`config.mk`:
```
export PLATFORM = sky130hd
export DESIGN_NAME = packet_forwarder
export DESIGN_NICKNAME = d
export VERILOG_FILES = /design/src/rtl/pf_pkg.sv /design/src/rtl/axis_fork_reg.sv /design/src/rtl/packet_forwarder.sv
export SDC_FILE = /design/constraint.sdc
export NUM_CORES = 1
export LEC_CHECK = 0
export CELL_PAD_IN_SITES_DETAIL_PLACEMENT = 1
export CELL_PAD_IN_SITES_GLOBAL_PLACEMENT = 1
export CORE_ASPECT_RATIO = 1.5
export CORE_MARGIN = 10
export CORE_UTILIZATION = 28
export CTS_BUF_LIST = sky130_fd_sc_hd__clkbuf_4 sky130_fd_sc_hd__clkbuf_8 sky130_fd_sc_hd__clkbuf_16
export DETAILED_ROUTE_END_ITERATION = 10
export HOLD_SLACK_MARGIN = 0.15
export PLACE_DENSITY = 0.88
export RECOVER_POWER = 50
export SLEW_MARGIN = 20
export SYNTH_ARGS = -nofsm -noshare
export SYNTH_HDL_FRONTEND = slang
export SYNTH_SLANG_ARGS = --single-unit
export TNS_END_PERCENT = 5
```
`constraint.sdc`:
```
create_clock -name clk -period 2.6 [get_ports clk]
set_input_delay 0.52 -clock clk [delete_from_list [all_inputs] [get_ports clk]]
set_output_delay 0.52 -clock clk [all_outputs]
set_load 0.1 [all_outputs]
```
`src/rtl/pf_pkg.sv`:
```
// Shared definitions for the packet filter ingress path: default sizes,
// the ingress FSM state type and the reorder-tag wrap helper.
package pf_pkg;

    localparam int PF_DATA_WIDTH = 64;
    localparam int PF_TAG_WIDTH  = 6;
    localparam int PF_CBUF_SIZE  = 50;

    typedef enum logic [0:0] {
        IDLE   = 1'b0,
        STREAM = 1'b1
    } pf_state_e;

    // Next reorder tag; wraps modulus-1 -> 0. 32-bit so callers of any
    // tag width can use it with an explicit cast.
    function automatic logic [31:0] tag_inc(input logic [31:0] tag, input logic [31:0] modulus);
        if (tag >= modulus - 32'd1) begin
            return 32'd0;
        end
        return tag + 32'd1;
    endfunction

endpackage

```
`src/rtl/axis_fork_reg.sv`:
```
// One-entry broadcast register feeding two consumers (buffer and core).
// Handshake: a side transfers on a cycle where its valid (pend_*_o) and its
// ready are both high; valid never depends on ready. The entry is reloaded
// only when both sides have taken it or take it this cycle (can_load_o).
module axis_fork_reg #(
    parameter int DATA_WIDTH = 64,
    parameter int KEEP_WIDTH = 8,
    parameter int TAG_WIDTH  = 6
) (
    input  logic                  clk,
    input  logic                  rst_n,
    input  logic                  load_i,
    input  logic [DATA_WIDTH-1:0] data_i,
    input  logic [KEEP_WIDTH-1:0] keep_i,
    input  logic                  last_i,
    input  logic [TAG_WIDTH-1:0]  tag_i,
    input  logic                  buf_ready_i,
    input  logic                  core_ready_i,
    output logic                  pend_buf_o,
    output logic                  pend_core_o,
    output logic [DATA_WIDTH-1:0] data_o,
    output logic [KEEP_WIDTH-1:0] keep_o,
    output logic                  last_o,
    output logic [TAG_WIDTH-1:0]  tag_o,
    output logic                  can_load_o,
    output logic                  drain_o
);

    logic                  pend_buf_q, pend_buf_d;
    logic                  pend_core_q, pend_core_d;
    logic [DATA_WIDTH-1:0] data_q, data_d;
    logic [KEEP_WIDTH-1:0] keep_q, keep_d;
    logic                  last_q, last_d;
    logic [TAG_WIDTH-1:0]  tag_q, tag_d;
    logic                  all_clear;

    assign all_clear  = (!pend_buf_q || buf_ready_i) && (!pend_core_q || core_ready_i);
    assign can_load_o = all_clear;
    assign drain_o    = (pend_buf_q || pend_core_q) && all_clear;

    // Next entry: a load refills both flags, otherwise each flag drops on its own handshake.
    always_comb begin
        pend_buf_d  = pend_buf_q && !buf_ready_i;
        pend_core_d = pend_core_q && !core_ready_i;
        data_d      = data_q;
        keep_d      = keep_q;
        last_d      = last_q;
        tag_d       = tag_q;
        if (load_i) begin
            pend_buf_d  = 1'b1;
            pend_core_d = 1'b1;
            data_d      = data_i;
            keep_d      = keep_i;
            last_d      = last_i;
            tag_d       = tag_i;
        end
    end

    // Entry storage; reset empties the slot and zeroes its contents.
    always_ff @(posedge clk or negedge rst_n) begin
        if (!rst_n) begin
            pend_buf_q  <= 1'b0;
            pend_core_q <= 1'b0;
            data_q      <= '0;
            keep_q      <= '0;
            last_q      <= 1'b0;
            tag_q       <= '0;
        end else begin
            pend_buf_q  <= pend_buf_d;
            pend_core_q <= pend_core_d;
            data_q      <= data_d;
            keep_q      <= keep_d;
            last_q      <= last_d;
            tag_q       <= tag_d;
        end
    end

    assign pend_buf_o  = pend_buf_q;
    assign pend_core_o = pend_core_q;
    assign data_o      = data_q;
    assign keep_o      = keep_q;
    assign last_o      = last_q;
    assign tag_o       = tag_q;

endmodule

```
`src/rtl/packet_forwarder.sv`:
```
// Ingress stage: tags each packet, picks the lowest free filter core, and
// broadcasts beats to that core and the circular buffer through a fork
// register. Outstanding tags are capped at the buffer depth.
module packet_forwarder
    import pf_pkg::*;
#(
    parameter int N_CORES              = 4,
    parameter int TAG_WIDTH            = PF_TAG_WIDTH,
    parameter int CIRCULAR_BUFFER_SIZE = PF_CBUF_SIZE,
    parameter int DATA_WIDTH           = PF_DATA_WIDTH,
    localparam int KEEP_WIDTH          = DATA_WIDTH / 8,
    localparam int SEL_W               = (N_CORES > 1) ? $clog2(N_CORES) : 1,
    localparam int CNT_W               = $clog2(CIRCULAR_BUFFER_SIZE + 1)
) (
    input  logic                  clk,
    input  logic                  rst_n,
    input  logic [DATA_WIDTH-1:0] s_TDATA,
    input  logic [KEEP_WIDTH-1:0] s_TKEEP,
    input  logic                  s_TLAST,
    input  logic                  s_TVALID,
    output logic                  s_TREADY,
    output logic [DATA_WIDTH-1:0] buf_TDATA,
    output logic [KEEP_WIDTH-1:0] buf_TKEEP,
    output logic                  buf_TLAST,
    output logic [TAG_WIDTH-1:0]  buf_reorder_tag,
    output logic                  buf_TVALID,
    input  logic                  buf_TREADY,
    output logic [DATA_WIDTH-1:0] core_TDATA,
    output logic                  core_TLAST,
    output logic [TAG_WIDTH-1:0]  core_reorder_tag,
    output logic [N_CORES-1:0]    core_TVALID,
    input  logic [N_CORES-1:0]    core_TREADY,
    input  logic [N_CORES-1:0]    core_done,
    input  logic                  tag_retire,
    output pf_state_e             dbg_state_o,
    output logic [N_CORES-1:0]    dbg_busy_o,
    output logic [CNT_W-1:0]      dbg_outstanding_o
);

    localparam logic [CNT_W-1:0] CREDIT_MAX = CNT_W'(CIRCULAR_BUFFER_SIZE);

    pf_state_e             state_q;
    logic [SEL_W-1:0]      sel_q;
    logic [N_CORES-1:0]    busy_q, busy_d;
    logic [CNT_W-1:0]      outstanding_q, outstanding_d;
    logic [TAG_WIDTH-1:0]  next_tag_q, next_tag_d;
    logic                  last_in_q;

    logic [SEL_W-1:0]      free_idx;
    logic                  start, beat_acc, pkt_end, retire_ok;
    logic                  pend_buf, pend_core, fork_can_load, fork_drain;
    logic [DATA_WIDTH-1:0] fork_data;
    logic                  fork_last;
    logic [TAG_WIDTH-1:0]  fork_tag;

    // Lowest-index core that is not busy.
    always_comb begin
        free_idx = '0;
        for (int i = N_CORES - 1; i >= 0; i--) begin
            if (!busy_q[i]) begin
                free_idx = SEL_W'(i);
            end
        end
    end

    assign start = (state_q == IDLE) && s_TVALID && !pend_buf && !pend_core
                   && (|(~busy_q)) && (outstanding_q < CREDIT_MAX);

    // Ingress stops once the packet's TLAST is in, until the FSM rearms in IDLE.
    assign s_TREADY  = (state_q == STREAM) && !last_in_q && fork_can_load;
    assign beat_acc  = s_TVALID && s_TREADY;
    assign pkt_end   = (state_q == STREAM) && fork_drain && fork_last;
    assign retire_ok = tag_retire && (outstanding_q != '0);

    // Busy set wins over a same-cycle done; credits net out when start and retire coincide.
    always_comb begin
        busy_d = busy_q & ~core_done;
        if (start) begin
            busy_d = busy_d | (N_CORES'(1) << free_idx);
        end
        outstanding_d = outstanding_q;
        if (start && !retire_ok) begin
            outstanding_d = outstanding_q + CNT_W'(1);
        end else if (!start && retire_ok) begin
            outstanding_d = outstanding_q - CNT_W'(1);
        end
        next_tag_d = TAG_WIDTH'(tag_inc(32'(next_tag_q), 32'(CIRCULAR_BUFFER_SIZE)));
    end

    // Packet FSM with core selection, busy map, credit count and tag counter.
    always_ff @(posedge clk or negedge rst_n) begin
        if (!rst_n) begin
            state_q       <= IDLE;
            sel_q         <= '0;
            busy_q        <= '0;
            outstanding_q <= '0;
            next_tag_q    <= '0;
            last_in_q     <= 1'b0;
        end else begin
            busy_q        <= busy_d;
            outstanding_q <= outstanding_d;
            case (state_q)
                IDLE: begin
                    if (start) begin
                        sel_q     <= free_idx;
                        last_in_q <= 1'b0;
                        state_q   <= STREAM;
                    end
                end
                STREAM: begin
                    if (beat_acc && s_TLAST) begin
                        last_in_q <= 1'b1;
                    end
                    if (pkt_end) begin
                        state_q    <= IDLE;
                        next_tag_q <= next_tag_d;
                        last_in_q  <= 1'b0;
                    end
                end
                default: state_q <= IDLE;
            endcase
        end
    end

    axis_fork_reg #(
        .DATA_WIDTH (DATA_WIDTH),
        .KEEP_WIDTH (KEEP_WIDTH),
        .TAG_WIDTH  (TAG_WIDTH)
    ) u_fork (
        .clk          (clk),
        .rst_n        (rst_n),
        .load_i       (beat_acc),
        .data_i       (s_TDATA),
        .keep_i       (s_TKEEP),
        .last_i       (s_TLAST),
        .tag_i        (next_tag_q),
        .buf_ready_i  (buf_TREADY),
        .core_ready_i (core_TREADY[sel_q]),
        .pend_buf_o   (pend_buf),
        .pend_core_o  (pend_core),
        .data_o       (fork_data),
        .keep_o       (buf_TKEEP),
        .last_o       (fork_last),
        .tag_o        (fork_tag),
        .can_load_o   (fork_can_load),
        .drain_o      (fork_drain)
    );

    // Only the selected core sees a valid; the data bus is shared.
    always_comb begin
        core_TVALID        = '0;
        core_TVALID[sel_q] = pend_core;
    end

    assign buf_TVALID        = pend_buf;
    assign buf_TDATA         = fork_data;
    assign buf_TLAST         = fork_last;
    assign buf_reorder_tag   = fork_tag;
    assign core_TDATA        = fork_data;
    assign core_TLAST        = fork_last;
    assign core_reorder_tag  = fork_tag;
    assign dbg_state_o       = state_q;
    assign dbg_busy_o        = busy_q;
    assign dbg_outstanding_o = outstanding_q;

endmodule

```
==> impl_metrics.xml, run 1 <==
<?xml version="1.0" encoding="UTF-8"?>
<metrics>
  <group name="setup_path">
    <metric name="worstSetupEndpointType" unit="">flop</metric>
    <metric name="critical_path_class" unit="">flop to flop</metric>
    <metric name="worst_path_largest_cell_delay" unit="ps">510</metric>
    <metric name="worst_path_maximum_fanout" unit="">5</metric>
    <metric name="worst_ep_required_time" unit="ps">2830</metric>
    <metric name="cpMaxStageDelayCell" unit="">or4_1</metric>
    <metric name="series_of_cell_instances_along_the_critical_path" unit="">or3_4, o41ai_2, ha_2, inv_4, ha_4, or4_1, o211ai_1, nor3b_2, xnor2_1</metric>
    <metric name="critPathArrivalTime" unit="ps">2810</metric>
    <metric name="setup.worst_path.start_class" unit="">flop</metric>
  </group>
  <group name="detailed_routing">
    <metric name="routed_wl" unit="um">16300</metric>
    <metric name="initialDrtViolationCount" unit="">104</metric>
    <metric name="dr_total_vias" unit="">3596</metric>
    <metric name="drcViolationCount" unit="">0</metric>
    <metric name="firstDrtPassIters" unit="">4</metric>
    <metric name="ant_nets" unit="">0</metric>
    <metric name="post_drt_wl_per_cell" unit="um">20.4</metric>
    <metric name="routed_via_density" unit="">4.49</metric>
  </group>
  <group name="die">
    <metric name="ioPinCount" unit="">253</metric>
    <metric name="die-width" unit="um">130</metric>
    <metric name="placeableCoreArea" unit="sq um">17900</metric>
    <metric name="chipHeight" unit="um">184</metric>
    <metric name="rows" unit="">60</metric>
    <metric name="floorplan.initialDensity" unit="%">28.2</metric>
    <metric name="die_outline_area" unit="sq um">23900</metric>
  </group>
  <group name="sta">
    <metric name="rsz0062_at_grt" unit="">yes</metric>
    <metric name="post-route-period-util" unit="%">99.4</metric>
    <metric name="fmax" unit="GHz">0.387</metric>
    <metric name="finalClockSkew" unit="ps">6.11</metric>
    <metric name="fin_worst_hold_slack" unit="ps">399</metric>
    <metric name="finalSetupViolCount" unit="">0</metric>
    <metric name="hold_violations" unit="">0</metric>
    <metric name="post-route-min-period" unit="ps">2590</metric>
    <metric name="tightestPinTransition" unit="ps">1220</metric>
    <metric name="max-slew-margin-rel" unit="%">18.8</metric>
    <metric name="max_slew_violation_count" unit="">0</metric>
  </group>
  <group name="place">
    <metric name="io_buffer_count" unit="">252</metric>
    <metric name="gpl.final_weighted_congestion" unit="">0.825</metric>
    <metric name="placed_cells" unit="">783</metric>
    <metric name="dp.final_hpwl" unit="um">13300</metric>
  </group>
  <group name="synth">
    <metric name="postSynthRegisterBits" unit="">101</metric>
    <metric name="syn_area_per_cell" unit="sq um">13.6</metric>
    <metric name="ys.warnings.count" unit="">0</metric>
    <metric name="synth_enable_flop_cells" unit="">0</metric>
    <metric name="netlist_area" unit="sq um">5050</metric>
    <metric name="post_synth_inst_count" unit="">372</metric>
    <metric name="asyncSetResetFlopFracSynth" unit="%">100</metric>
    <metric name="netlist-cell-type-count" unit="">42</metric>
    <metric name="synth_nets" unit="">467</metric>
    <metric name="synth_top_flop_cell" unit="">dfrtp_1</metric>
    <metric name="portion_of_the_post_synthesis_area_used_by_sequential_elements" unit="%">50.1</metric>
  </group>
  <group name="cts">
    <metric name="clk_transition_reported_paths" unit="ps">70</metric>
    <metric name="clock-sinks" unit="">101</metric>
    <metric name="insertion_delay" unit="ps">340</metric>
    <metric name="numCtsBuffers" unit="">9</metric>
    <metric name="hold_buffers" unit="">0</metric>
    <metric name="cts_htree_levels" unit="">3</metric>
    <metric name="cts_tree" unit="">yes</metric>
    <metric name="ctsRootBufferMaster" unit="">clkbuf_16</metric>
    <metric name="ctsLongestPathBuffers" unit="">2</metric>
  </group>
  <group name="layout">
    <metric name="antenna_cells" unit="">0</metric>
    <metric name="final_cells" unit="">801</metric>
    <metric name="layout.core_utilization" unit="%">39.8</metric>
    <metric name="nNetsFinal" unit="">674</metric>
    <metric name="drive_gt1_share" unit="%">40.4</metric>
    <metric name="synthToLayoutAreaGrowth" unit="%">41.0</metric>
  </group>
  <group name="grt">
    <metric name="antenna_violations_before_repair" unit="">0</metric>
    <metric name="grt_first_pass_wirelength" unit="um">24200</metric>
    <metric name="largest_net_degree_at_the_start_of_global_routing" unit="">55</metric>
    <metric name="first_global_vias" unit="">4139</metric>
    <metric name="global_route.usage.total" unit="%">13.1</metric>
    <metric name="globalRoute.totalOverflow" unit="">0</metric>
  </group>
  <group name="job">
    <metric name="max_cap_violations" unit="">0</metric>
  </group>
  <group name="hold_path">
    <metric name="worstHoldPathType" unit="">input pin to async pin</metric>
  </group>
  <group name="run_status">
    <metric name="status" unit="">completed</metric>
  </group>
</metrics>
==> cells in the mapped netlist (2+ instances only) <==
| cell type | instances | area, sq um |
|---|---|---|
| dfrtp_1 | 101 | 2530 |
| a21o_1 | 4 | 30.0 |
| o21ai_0 | 10 | 50.1 |
| nand3_1 | 7 | 35.0 |
| a21oi_1 | 3 | 15.0 |
| buf_4 | 71 | 533 |
| o211ai_1 | 3 | 22.5 |
| nor4b_1 | 2 | 17.5 |
| and3_1 | 3 | 18.8 |
| nor4_1 | 2 | 12.5 |
| a22o_1 | 2 | 17.5 |
| mux2_2 | 12 | 135 |
| nand2b_1 | 4 | 25.0 |
| nor2_1 | 9 | 33.8 |
| inv_1 | 10 | 37.5 |
| mux2i_1 | 2 | 20.0 |
| mux2_4 | 70 | 1050 |
| buf_6 | 8 | 90.1 |
| xnor2_1 | 3 | 26.3 |
| nand2_1 | 14 | 52.6 |
| xor2_1 | 2 | 17.5 |
| ha_1 | 8 | 100 |
| nand4_1 | 2 | 12.5 |
| o2bb2ai_1 | 2 | 17.5 |
==> path summary, 6_finish.rpt <==
path	start	to	slack, ps	cells after the start
setup / recovery	dbg_outstanding_o[2]$_DFFE_PN0P_	dbg_outstanding_o[5]$_DFFE_PN0P_	10	9
hold / removal	rst_n	u_fork.data_o[37]$_DFFE_PN0P_	400	1
setup reg to reg	dbg_outstanding_o[2]$_DFFE_PN0P_	dbg_outstanding_o[5]$_DFFE_PN0P_	10	9
hold reg to reg	sel_q[0]$_DFFE_PN0P_	sel_q[0]$_DFFE_PN0P_	520	2
max in group asynchronous	rst_n	dbg_outstanding_o[2]$_DFFE_PN0P_	630	2
min in group clk	sel_q[0]$_DFFE_PN0P_	sel_q[0]$_DFFE_PN0P_	520	2
==> cells in the final DEF, fill, tap and decap left out, types with 2 or more instances in the layout <==
master           synthesis  routed
buf_4                   71     108
dfrtp_1                101      90
clkdlybuf4s50_1          0      84
clkbuf_1                 1      79
mux2_4                  70      70
nand2_1                 14      14
mux2_2                  12      12
o21ai_0                 10       9
clkbuf_16                0       9
inv_1                   10       8
nor2_1                   9       8
dfrtp_2                  0       8
nand3_1                  7       7
ha_1                     8       6
nand2b_1                 4       4
a21o_1                   4       4
buf_12                   0       4
and3_1                   3       3
o211ai_1                 3       3
xnor2_1                  3       3
a21oi_1                  3       3
clkbuf_4                 0       3
dfrtp_4                  0       3
nand4_1                  2       2
mux2i_1                  2       2
a22o_1                   2       2
nor4_1                   2       2
o2bb2ai_1                2       2
xor2_1                   2       2
==> stage by stage <==
| step | area [sq um] | TNS, ps | worst slack [ps] |
|---|---|---|---|
| 2_1_floorplan | 5110 | -285 | -197 |
| 3_3_place_gp | 7090 | -1260 | -442 |
| 3_5_place_dp | 7090 | -1660 | -508 |
| 4_1_cts | 7410 | 0 | 0.723 |
| 5_1_grt | 7120 | -63.1 | -63.1 |
| 6_report | 7120 | 0 | 14.7 |
==> per-layer routing <==
metal | routed length [um] | global-route usage [%] | vias up
met3 | 1240 | 4.03 | 14
met1 | 5490 | 12.4 | 1819
met4 | 243 | 4.06 | 0
met2 | 9350 | 25.5 | 137
li1 | - | - | 1626
met5 | 0 | 0 | -
==> flip-flops by register name, indices dropped and copies added (netlist names) <==
name and flops:
u_fork.data_o 64, u_fork.keep_o 8, dbg_outstanding_o 6, next_tag_q 6, u_fork.tag_o 6, dbg_busy_o 4, sel_q 2, dbg_state_o 1
last_in_q 1, u_fork.last_o 1, u_fork.pend_buf_o 1, u_fork.pend_core_o 1
==> critical path, delay by kind of cell (launching register included) <==
family / cells / cell delay [ps]
simple gates: 3 / 980
compound gates: 2 / 350
xor+xnor: 1 / 130
buf+inv: 1 / 60
fa+ha+maj: 2 / 470
flops: 1 / 490
==> area by class of cell <==
| cell class | instances | area, sq um |
|---|---|---|
| fillers | 1968 | 10800 |
| flip-flops and latches | 101 | 2550 |
| repair buffers | 277 | 2040 |
| multi-input cells | 180 | 1910 |
| well taps | 217 | 272 |
| clock buffers | 11 | 240 |
| clock inverters | 5 | 60.1 |
| inverters | 10 | 40.0 |
==> kinds of logic after synthesis <==
logic type / count (synthesis) / share of synthesized area, %
multiplexers: 84 / 23.9
flip-flops: 101 / 50.1
buffers and inverters: 91 / 13.3
AND/OR/NAND/NOR: 51 / 5.28
adder cells (fa/ha/maj): 9 / 2.38
AO/OA/AOI/OAI: 31 / 4.22
XOR/XNOR: 5 / 0.868
==> what timing repair did <==
action	CTS	global route
endpoints found under the setup margin	2	3
buffers inserted	1	1
pin swaps	2	2
resized for setup	4	4
Power of run 1 is left out: the tool's default activity adds up to more than one toggle a clock period on the data nets, which glitch-free logic cannot reach.
==> inputs of run 2 (changes only) <==
--- a/config.mk
+++ b/config.mk
@@ -8,15 +8,15 @@
 export CELL_PAD_IN_SITES_DETAIL_PLACEMENT = 1
 export CELL_PAD_IN_SITES_GLOBAL_PLACEMENT = 1
 export CORE_ASPECT_RATIO = 1.5
-export CORE_MARGIN = 10
 export CORE_UTILIZATION = 28
 export CTS_BUF_LIST = sky130_fd_sc_hd__clkbuf_4 sky130_fd_sc_hd__clkbuf_8 sky130_fd_sc_hd__clkbuf_16
 export DETAILED_ROUTE_END_ITERATION = 10
-export HOLD_SLACK_MARGIN = 0.15
-export PLACE_DENSITY = 0.88
+export HOLD_SLACK_MARGIN = 0.06
+export PLACE_DENSITY = 0.87
 export RECOVER_POWER = 50
 export SLEW_MARGIN = 20
 export SYNTH_ARGS = -nofsm -noshare
 export SYNTH_HDL_FRONTEND = slang
+export SYNTH_HIERARCHICAL = 1
 export SYNTH_SLANG_ARGS = --single-unit
 export TNS_END_PERCENT = 5
==> run 2 against run 1 <==
Register-to-register slack better by 40 ps. Sequential cell count is the same. Critical path depth grew 2. First-iteration DRC count is 3.8% higher. Synthesized area increased by 2.4%. Synthesized cell count decreased by 1.3%. Clock-buffer cell count down 2. Core utilization up 1.4 points. Sequential share of layout area is 1.5 points lower. Maximum frequency up 0.95%. Cell count decreased by 1.1%. Critical path type is now input pin to flop. Critical endpoint unchanged. Highest routed layer unchanged.
==> impl_metrics.xml, run 2 <==
<?xml version="1.0" encoding="UTF-8"?>
<metrics>
  <group name="detailed_routing">
    <metric name="ant_nets" unit="">0</metric>
    <metric name="post_drt_wl_per_cell" unit="um">17.8</metric>
    <metric name="firstDrtPassIters" unit="">4</metric>
    <metric name="drcViolationCount" unit="">0</metric>
    <metric name="routed_wl" unit="um">14100</metric>
    <metric name="initialDrtViolationCount" unit="">108</metric>
    <metric name="dr_total_vias" unit="">3559</metric>
    <metric name="routed_via_density" unit="">4.49</metric>
  </group>
  <group name="synth">
    <metric name="synth_commonest_cells" unit="">dfrtp_1 (101), mux2_4 (78), buf_4 (71)</metric>
    <metric name="synth_enable_flop_cells" unit="">0</metric>
    <metric name="postSynthRegisterBits" unit="">101</metric>
    <metric name="synth_top_area_share" unit="%">48.9</metric>
    <metric name="syn_area_per_cell" unit="sq um">14.1</metric>
    <metric name="ys.warnings.count" unit="">6</metric>
    <metric name="yosys.area_share.simple" unit="%">5.01</metric>
    <metric name="netlist-cell-type-count" unit="">49</metric>
    <metric name="post_synth_xor_area_fraction" unit="%">0.848</metric>
    <metric name="synth_compound_gate_area_share" unit="%">4.36</metric>
    <metric name="post_synth_inst_count" unit="">367</metric>
    <metric name="synth_top_flop_cell" unit="">dfrtp_1</metric>
    <metric name="asyncSetResetFlopFracSynth" unit="%">100</metric>
    <metric name="portion_of_the_post_synthesis_area_used_by_sequential_elements" unit="%">48.9</metric>
    <metric name="synth.most_common_cell" unit="">dfrtp_1</metric>
    <metric name="synth_largest_area_cell" unit="">dfrtp_1</metric>
    <metric name="netlist_area" unit="sq um">5160</metric>
    <metric name="synth_top_family_by_area" unit="">multiplexers</metric>
    <metric name="synthMuxAreaShare" unit="%">24.1</metric>
    <metric name="post_synth_fa_ha_maj_area_fraction" unit="%">2.33</metric>
    <metric name="ys_top_cells_by_area" unit="">dfrtp_1 (49%), mux2_4 (23%), buf_4 (10%)</metric>
    <metric name="synth_nets" unit="">462</metric>
  </group>
  <group name="die">
    <metric name="die-width" unit="um">113</metric>
    <metric name="floorplan.initialDensity" unit="%">28.7</metric>
    <metric name="rows" unit="">60</metric>
    <metric name="die_outline_area" unit="sq um">19000</metric>
    <metric name="placeableCoreArea" unit="sq um">18000</metric>
    <metric name="chipHeight" unit="um">168</metric>
    <metric name="ioPinCount" unit="">253</metric>
  </group>
  <group name="job">
    <metric name="max_cap_violations" unit="">0</metric>
  </group>
  <group name="sta">
    <metric name="fmax" unit="GHz">0.390</metric>
    <metric name="hold_violations" unit="">0</metric>
    <metric name="tightestPinTransition" unit="ps">1200</metric>
    <metric name="post-route-min-period" unit="ps">2560</metric>
    <metric name="max_slew_violation_count" unit="">0</metric>
    <metric name="finalClockSkew" unit="ps">9.08</metric>
    <metric name="max-slew-margin-rel" unit="%">20.1</metric>
    <metric name="rsz0062_at_grt" unit="">yes</metric>
    <metric name="sum_of_negative_setup_slack" unit="ps">0</metric>
    <metric name="post-route-period-util" unit="%">98.5</metric>
    <metric name="finalSetupViolCount" unit="">0</metric>
    <metric name="fin_worst_hold_slack" unit="ps">331</metric>
  </group>
  <group name="cts">
    <metric name="clk_transition_reported_paths" unit="ps">70</metric>
    <metric name="ctsLongestPathBuffers" unit="">2</metric>
    <metric name="hold_buffers" unit="">0</metric>
    <metric name="numCtsBuffers" unit="">9</metric>
    <metric name="ctsRootBufferMaster" unit="">clkbuf_16</metric>
    <metric name="insertion_delay" unit="ps">350</metric>
    <metric name="clock-sinks" unit="">101</metric>
    <metric name="cts_tree" unit="">yes</metric>
    <metric name="cts_htree_levels" unit="">3</metric>
  </group>
  <group name="grt">
    <metric name="first_global_vias" unit="">3814</metric>
    <metric name="global_route.usage.total" unit="%">14.8</metric>
    <metric name="grt_first_pass_wirelength" unit="um">21300</metric>
    <metric name="globalRoute.totalOverflow" unit="">0</metric>
    <metric name="antenna_violations_before_repair" unit="">0</metric>
    <metric name="largest_net_degree_at_the_start_of_global_routing" unit="">55</metric>
  </group>
  <group name="setup_path">
    <metric name="worst-r2r-cell-count" unit="">10</metric>
    <metric name="cpMaxStageDelayCell" unit="">clkdlybuf4s50_1</metric>
    <metric name="worstSetupEndpointType" unit="">flop</metric>
    <metric name="worst_ep_required_time" unit="ps">2830</metric>
    <metric name="critical_path_cell_count" unit="">11</metric>
    <metric name="worst_path_maximum_fanout" unit="">5</metric>
    <metric name="crit_buf_inv" unit="">2</metric>
    <metric name="worst_path_largest_cell_delay" unit="ps">480</metric>
    <metric name="critical_path.top_delay_family" unit="">simple AND/OR/NAND/NOR gates</metric>
    <metric name="critPathArrivalTime" unit="ps">2790</metric>
    <metric name="setup.worst_path.start_class" unit="">input pin</metric>
    <metric name="series_of_cell_instances_along_the_critical_path" unit="">clkdlybuf4s50_1, nor4b_4, nand2_2, a41oi_4, ha_4, inv_4, ha_1, a211oi_2, nor4_1, nor3b_2, xnor2_1</metric>
    <metric name="critical_path_class" unit="">input pin to flop</metric>
  </group>
  <group name="layout">
    <metric name="largest_register_ffs" unit="">64</metric>
    <metric name="layout.cells.most_common_list" unit="">buf_4 (184), dfrtp_1 (92), clkdlybuf4s50_1 (84)</metric>
    <metric name="synthToLayoutAreaGrowth" unit="%">43.7</metric>
    <metric name="antenna_cells" unit="">0</metric>
    <metric name="nNetsFinal" unit="">665</metric>
    <metric name="drive_gt1_share" unit="%">54.6</metric>
    <metric name="final_common_cell" unit="">buf_4</metric>
  </group>
  <group name="place">
    <metric name="dp.final_hpwl" unit="um">11000</metric>
    <metric name="io_buffer_count" unit="">252</metric>
    <metric name="gpl.final_weighted_congestion" unit="">0.826</metric>
  </group>
  <group name="run_status">
    <metric name="status" unit="">completed</metric>
  </group>
  <group name="hold_path">
    <metric name="worstHoldPathType" unit="">input pin to async pin</metric>
  </group>
</metrics>
## run 2: changes by cell type in the layout (fill, tap and decap cells not counted), sizes merged, moves of 4 or more
cell	change
nand3	-5
nor2	-4
buf	+76
clkbuf	-81
## run 2: final timing paths
path	start	endpoint	slack, ps
worst max-delay path	s_TVALID	dbg_outstanding_o[5]$_DFFE_PN0P_	40
worst min-delay path	rst_n	u_fork/data_o[21]$_DFFE_PN0P_	330
worst max register to register	dbg_outstanding_o[1]$_DFFE_PN0P_	dbg_outstanding_o[5]$_DFFE_PN0P_	50
worst min register to register	u_fork/keep_o[2]$_DFFE_PN0P_	u_fork/keep_o[2]$_DFFE_PN0P_	520
max in group asynchronous	rst_n	u_fork/data_o[3]$_DFFE_PN0P_	500
min in group clk	u_fork/keep_o[2]$_DFFE_PN0P_	u_fork/keep_o[2]$_DFFE_PN0P_	520
## run 2: layout make-up
| type | instances | area, sq um |
|---|---|---|
| fillers | 1913 | 10600 |
| flip-flops and latches | 101 | 2550 |
| repair buffers | 274 | 2300 |
| multi-input cells | 176 | 1990 |
| well taps | 217 | 272 |
| clock buffers | 9 | 225 |
| clock inverters | 7 | 56.3 |
| inverters | 8 | 32.5 |
## run 2: per-stage QoR
| stage | std cells | area [sq um] | setup WS (ps) | utilization (%) |
|---|---|---|---|---|
| floorplan | 367 | 5270 | -55.4 | - |
| global placement | 775 | 7140 | -264 | 39.6 |
| detailed placement | 775 | 7140 | -343 | 39.6 |
| CTS | 792 | 7430 | 7.30 | 41.2 |
| global route | 792 | 7420 | -20.1 | 41.2 |
| finish | 792 | 7420 | 39.0 | 41.2 |
## run 2: what timing repair did
item | 4_1_cts | 5_1_grt
buffers inserted | 2 | 0
pin swaps | 2 | 1
setup endpoints to repair | 2 | 4
gates resized for setup | 1 | 3
## run 2: worst register-to-register path, cell delays in order (launching register included)
cell	delay [ps]
dfrtp_4	530
o311ai_4	340
nand2_2	120
a41oi_4	230
ha_4	180
inv_4	60
ha_1	320
a211oi_2	90
nor4_1	340
nor3b_2	90
xnor2_1	130
## run 2: metal layers
layer	track usage, %	up-vias	wire, um
met5	0	-	0
met4	6.29	0	314
met3	3.35	20	777
met2	28.0	163	7960
met1	15.4	1781	5040
li1	-	1595	-
## run 2: cell families after synthesis
kind of cell / after synthesis
adder cells (fa/ha/maj): 9
flip-flops: 101
buffers and inverters: 90
AO/OA/AOI/OAI: 32
multiplexers: 84
XOR/XNOR: 5
AND/OR/NAND/NOR: 46
Power of run 2 is left out for the same reason.
